### config.mk
export PLATFORM = sky130hd
export DESIGN_NAME = gelu_job_sequencer
export DESIGN_NICKNAME = d
export VERILOG_FILES = /design/src/rtl/gelu_job_sequencer.sv
export SDC_FILE = /design/constraint.sdc
export NUM_CORES = 1
export LEC_CHECK = 0
export ABC_AREA = 1
export CORE_MARGIN = 2
export CORE_UTILIZATION = 43
export CTS_CLUSTER_SIZE = 10
export DETAILED_ROUTE_END_ITERATION = 8
export PLACE_DENSITY = 0.77
export SLEW_MARGIN = 20
export SYNTH_ARGS = -nofsm -noshare
export SYNTH_HDL_FRONTEND = slang
export SYNTH_SLANG_ARGS = --single-unit
### constraint.sdc
create_clock -name clk -period 2.7 [get_ports clk]
set_input_delay 0.54 -clock clk [delete_from_list [all_inputs] [get_ports clk]]
set_output_delay 0.54 -clock clk [all_outputs]
set_load 0.005 [all_outputs]
### src/rtl/gelu_job_sequencer.sv
// Sequences one GELU job: streams len words from a source SRAM region through the
// fixed-latency GELU pipeline and writes results in order to a destination region.
module gelu_job_sequencer #(
    parameter int unsigned DATA_W   = 32,
    parameter int unsigned ADDR_W   = 16,
    parameter int unsigned LEN_W    = 16,
    parameter int unsigned GELU_LAT = 4
) (
    input  logic              clk,
    input  logic              rst,
    input  logic              start,
    input  logic [ADDR_W-1:0] src_base,
    input  logic [ADDR_W-1:0] dst_base,
    input  logic [LEN_W-1:0]  len,
    input  logic              hold,
    input  logic              abort,
    output logic              busy,
    output logic              done,
    output logic              aborted,
    output logic              err,
    output logic              rd_en,
    output logic [ADDR_W-1:0] rd_addr,
    input  logic [DATA_W-1:0] rd_data,
    output logic              gelu_valid_in,
    output logic [DATA_W-1:0] gelu_data_in,
    input  logic              gelu_valid_out,
    input  logic [DATA_W-1:0] gelu_data_out,
    output logic              wr_en,
    output logic [ADDR_W-1:0] wr_addr,
    output logic [DATA_W-1:0] wr_data
);

    // A compliant GELU unit never holds more than GELU_LAT words at once.
    localparam int unsigned IF_W = $clog2(GELU_LAT + 2);

    typedef enum logic [1:0] {
        S_IDLE,
        S_ISSUE,
        S_DRAIN,
        S_DONE
    } state_e;

    state_e              state_q, state_d;
    logic [ADDR_W-1:0]   src_q, src_d;
    logic [ADDR_W-1:0]   dst_q, dst_d;
    logic [LEN_W-1:0]    len_q, len_d;
    logic [LEN_W-1:0]    issued_q, issued_d;
    logic [LEN_W-1:0]    written_q, written_d;
    logic [IF_W-1:0]     inflight_q, inflight_d;
    logic                aborted_q, aborted_d;
    logic                err_q, err_d;
    logic                vin_q, vin_d;
    logic                wr_en_q, wr_en_d;
    logic [ADDR_W-1:0]   wr_addr_q, wr_addr_d;
    logic [DATA_W-1:0]   wr_data_q, wr_data_d;
    logic                rd_fire;
    logic                res_ok;

    always_comb begin
        state_d    = state_q;
        src_d      = src_q;
        dst_d      = dst_q;
        len_d      = len_q;
        issued_d   = issued_q;
        written_d  = written_q;
        inflight_d = inflight_q;
        aborted_d  = aborted_q;
        err_d      = err_q;
        wr_en_d    = 1'b0;
        wr_addr_d  = wr_addr_q;
        wr_data_d  = wr_data_q;
        rd_fire    = 1'b0;

        // A result with nothing outstanding is flagged and otherwise dropped.
        res_ok = gelu_valid_out && (inflight_q != '0);
        if (gelu_valid_out && !res_ok) begin
            err_d = 1'b1;
        end

        if (res_ok) begin
            wr_en_d   = 1'b1;
            wr_addr_d = dst_q + ADDR_W'(written_q);
            wr_data_d = gelu_data_out;
            written_d = written_q + LEN_W'(1);
        end

        case ({vin_q, res_ok})
            2'b10:   inflight_d = inflight_q + IF_W'(1);
            2'b01:   inflight_d = inflight_q - IF_W'(1);
            default: inflight_d = inflight_q;
        endcase

        case (state_q)
            S_IDLE: begin
                if (start) begin
                    src_d      = src_base;
                    dst_d      = dst_base;
                    len_d      = len;
                    issued_d   = '0;
                    written_d  = '0;
                    inflight_d = '0;
                    aborted_d  = 1'b0;
                    state_d    = (len == '0) ? S_DONE : S_ISSUE;
                end
            end
            S_ISSUE: begin
                if (abort) begin
                    aborted_d = 1'b1;
                    state_d   = S_DRAIN;
                end else if (!hold) begin
                    rd_fire  = 1'b1;
                    issued_d = issued_q + LEN_W'(1);
                    if (issued_d == len_q) begin
                        state_d = S_DRAIN;
                    end
                end
            end
            S_DRAIN: begin
                // Exit on next-cycle counters so DONE follows the final write directly.
                if ((inflight_d == '0) && !wr_en_d) begin
                    state_d = S_DONE;
                end
            end
            S_DONE: begin
                state_d = S_IDLE;
            end
            default: begin
                state_d = S_IDLE;
            end
        endcase

        vin_d = rd_fire;
    end

    always_ff @(posedge clk) begin
        if (rst) begin
            state_q    <= S_IDLE;
            src_q      <= '0;
            dst_q      <= '0;
            len_q      <= '0;
            issued_q   <= '0;
            written_q  <= '0;
            inflight_q <= '0;
            aborted_q  <= 1'b0;
            err_q      <= 1'b0;
            vin_q      <= 1'b0;
            wr_en_q    <= 1'b0;
            wr_addr_q  <= '0;
            wr_data_q  <= '0;
        end else begin
            state_q    <= state_d;
            src_q      <= src_d;
            dst_q      <= dst_d;
            len_q      <= len_d;
            issued_q   <= issued_d;
            written_q  <= written_d;
            inflight_q <= inflight_d;
            aborted_q  <= aborted_d;
            err_q      <= err_d;
            vin_q      <= vin_d;
            wr_en_q    <= wr_en_d;
            wr_addr_q  <= wr_addr_d;
            wr_data_q  <= wr_data_d;
        end
    end

    assign busy          = (state_q == S_ISSUE) || (state_q == S_DRAIN);
    assign done          = (state_q == S_DONE);
    assign aborted       = (state_q == S_DONE) && aborted_q;
    assign err           = err_q;
    assign rd_en         = rd_fire;
    assign rd_addr       = src_q + ADDR_W'(issued_q);
    assign gelu_valid_in = vin_q;
    assign gelu_data_in  = rd_data;
    assign wr_en         = wr_en_q;
    assign wr_addr       = wr_addr_q;
    assign wr_data       = wr_data_q;

endmodule

==> key figures <==
Setup path
  – Arrival @ worst endpoint: roughly 2300 ps
  – Critical path peak fanout: 4
  – Critical Path Sink: rd_addr[12]
  – Worst reg2reg endpoint: state_q[0]
  – Top Family by Delay on Critical Path: compound AO/OA/AOI/OAI gates
  – Startpoint Class: flip-flop
  – Worst-case reg-to-reg path depth: 16
  – Crit-path cells: ha_4 -> inv_1 -> nor3_4 -> a21oi_4 -> o21ai_2 -> a31oi_2 -> buf_4 -> o21ai_2 -> xor2_1 -> buf_2
  – RR Startpoint: inflight_q[1]
  – Crit path largest cell delay: roughly 330 ps
  – CP max-delay cell: dfxtp_1
  – Worst R2R Setup Slack: ~350 ps
  – Bufs and invs on worst path: 3
  – Worst Setup SP: src_q[3]
  – Worst path depth: 10
  – Most used cell, CP: o21ai_2
  – Kind of critical path: reg -> out
  – CP Capture Type: output pin
  – WP data required: ~2200 ps

Timing
  – Max Slew Vio Count: 0
  – Setup violators final: 2
  – Fin crit period: between 2000 and 3000 ps
  – RSZ-0062 raised after global routing: true
  – Final worst-path cycle share: 1.042
  – Max Clock Freq: 0.3553 GHz
  – Worst Tran Pin Value: 598.2 ps
  – Skew final: ~10 ps
  – Fin Setup TNS: -157.0 ps
  – Worst slew margin: 0.6012
  – Hold_ws: ~450 ps
  – Setup WS post-layout: -114.6 ps
  – Fin. Hold Viols: 0

Clock tree
  – Sink Count: between 100 and 150
  – H-Tree Depth: 4
  – Reg clk slew, reported paths: approximately 70 ps
  – Root Driver: clkbuf_16
  – Clk buf depth: 2
  – TritonCTS clock tree: yes
  – CTS Buf Count: 17
  – Worst-Skew Late Latency: around 430 ps

Logic synthesis
  – Post-synthesis async set-or-reset flop share: 0
  – Synthesized area: 7343 sq um
  – Syn Inst Count: between 1000 and 1500
  – Post-synth EDFFs: 0
  – Flops & latches, synth: 137
  – Syn_area_per_cell: around 7.1 sq um
  – Top_reg_cell synth: dfxtp_1
  – Number of synthesis warnings: 0
  – Net Count, Synth: about 1200
  – Seq/Total Area, Yosys: 0.3735
  – Synth cell types: 42

Pwr
  – Worst IR drop on VDD: roughly 0.00049 V
  – Reg power frac: 0.352
  – Sw Ratio: 0.3330
  – Clock share of power: 0.353
  – Leakage: between 4 and 5 nW
  – Total power: slightly above 7 mW
  – Power Density: a little over 700 nW/um^2
  – Switching pwr: about 2.4 mW
  – Logic pwr share: 0.295
  – Int Power: approximately 4.7 mW

Finish
  – Nets: between 1000 and 1500
  – Non-Filler Instances: between 1000 and 1500
  – Leading cell type in the layout, fill and taps excluded: nor2_1
  – Area delta synth->final: 36.36%
  – Post-route core utilization: 0.6017
  – Commonest cells after routing, fill and taps aside: 207 x nor2_1, 153 x nand2_1, 143 x clkdlybuf4s50_1
  – Fill cell count: approximately 1500
  – Share of cells above drive strength 1: 0.1359
  – Design Area, Final: 10010 sq um

Placement
  – I/O Buffers: between 150 and 200
  – Placed cell count: ~1400
  – Final GP Congestion: around 0.9
  – Post-detail-place hpwl: between 10000 and 15000 um
  – Pre-CTS setup slack: -235.8 ps
  – Cell Area, Placed: roughly 9000 sq um

Die
  – Die ar.: 18140 sq um
  – Core area: between 15000 and 20000 sq um
  – # IOs: ~220
  – Initial Utilization: 0.4412
  – Row Count: 47
  – Die X: 134.7 um
  – Die Ht: ~130 um

Worst hold path
  – Hold/Removal Path Class: reg -> reg
  – Worst Hold Launch: err

Global routing
  – Vias in the first global route: 7003
  – Initial antenna violation count: 1
  – GR Overflow Total: 0
  – Overall routing resource usage: 0.2231
  – First-pass GRT wire length: 32370 um
  – Largest net degree at the start of global routing: 58

Routing
  – First DRT Iteration DRCs: 320
  – Post-DR vias/cell: a little over 5
  – Total Wirelength: between 20000 and 25000 um
  – Antenna-violating nets left: 0
  – DR vias: a little over 7000
  – Drc violations: 0
  – Drt first pass iters: 5
  – WL per Instance: between 10 and 15 um

Flow run
  – Maxcap violations: 0

Run status
  – Violated checks: setup timing
  – Outcome: finished, violations left
[state kept, by name (all words and copies together) (netlist names)]
| register | flops |
|---|---|
| wr_data | 32 |
| dst_q | 16 |
| issued_q | 16 |
| len_q | 16 |
| src_q | 16 |
| wr_addr | 16 |
| written_q | 16 |
| inflight_q | 3 |
| state_q | 2 |
| aborted_q | 1 |
| err | 1 |
| gelu_valid_in | 1 |
| wr_en | 1 |
[layout make-up]
class,count,area (sq um),share of cell area
Antenna cell,1,2.502,0.0002499
Clock buffer,17,425.4,0.04248
Clock inverter,15,205.2,0.02049
Inverter,93,349.1,0.03486
Multi-Input combinational cell,736,4071,0.4066
Sequential cell,137,2754,0.2750
Tap cell,220,275.3,0.02749
Timing Repair Buffer,209,1931,0.1928
[power by group through the flow]
stage | combinational (mW) | clock (mW) | sequential (mW)
detailed placement | 2.05 | 0 | 2.52
floorplan | 1.24 | 0 | 2.49
CTS | 2.05 | 2.53 | 2.49
finish | 2.09 | 2.50 | 2.49
global route | 2.32 | 2.62 | 2.52
global placement | 2.02 | 0 | 2.51
[Yosys cell counts (5+ instances only)]
cell / count / area, sq um
nor2_1: 207 / 777.0
nand2_1: 156 / 585.6
dfxtp_1: 137 / 2743
o21ai_0: 107 / 535.5
inv_1: 88 / 330.3
a21oi_1: 67 / 335.3
nand3_1: 39 / 195.2
ha_1: 37 / 462.9
clkbuf_1: 33 / 123.9
buf_4: 32 / 240.2
xor2_1: 27 / 236.5
xnor2_1: 15 / 131.4
nand4_1: 10 / 62.56
nor2_2: 7 / 43.79
nor3_1: 7 / 35.03
nand2_2: 5 / 31.28
[worst min-delay path, cell delays in order, from the launching register on]
cell and delay, ps:
dfxtp_1 310, inv_1 50, a21oi_1 50
[how the worst min path moves through the flow]
stage                     endpoint  depth (start not counted)
after floorplan           len_q[2]                          2
after global placement         err                          2
after detailed placement       err                          2
after CTS                      err                          2
after global routing           err                          2
final                          err                          2
[routing by layer]
metal / vias up / global-route usage / share of wire
met1: 3278 / 0.2490 / 0.41
met5: - / 0 / 0
met4: 0 / 0.08655 / 0.026
li1: 3654 / - / -
met3: 42 / 0.07170 / 0.064
met2: 210 / 0.3942 / 0.50
[what timing repair did]
item / in CTS / in global routing
resized for setup: 66 / 26
cloned: 0 / 0
setup buffers: 7 / 3
pin swaps: 15 / 10
hold buffers: 0 / 0
setup endpoints to repair: 13 / 11
[cell families after synthesis]
kind of cell,after synthesis,share of synthesized area
and+or+nand+nor,448,0.2556
AOI/OAI and AO/OA,206,0.1501
buffers and inverters,162,0.09951
DFF,137,0.3735
xor gates and xnor gates,42,0.05009
adders and majority gates,40,0.07122
Power figures use the tool's default switching activity.
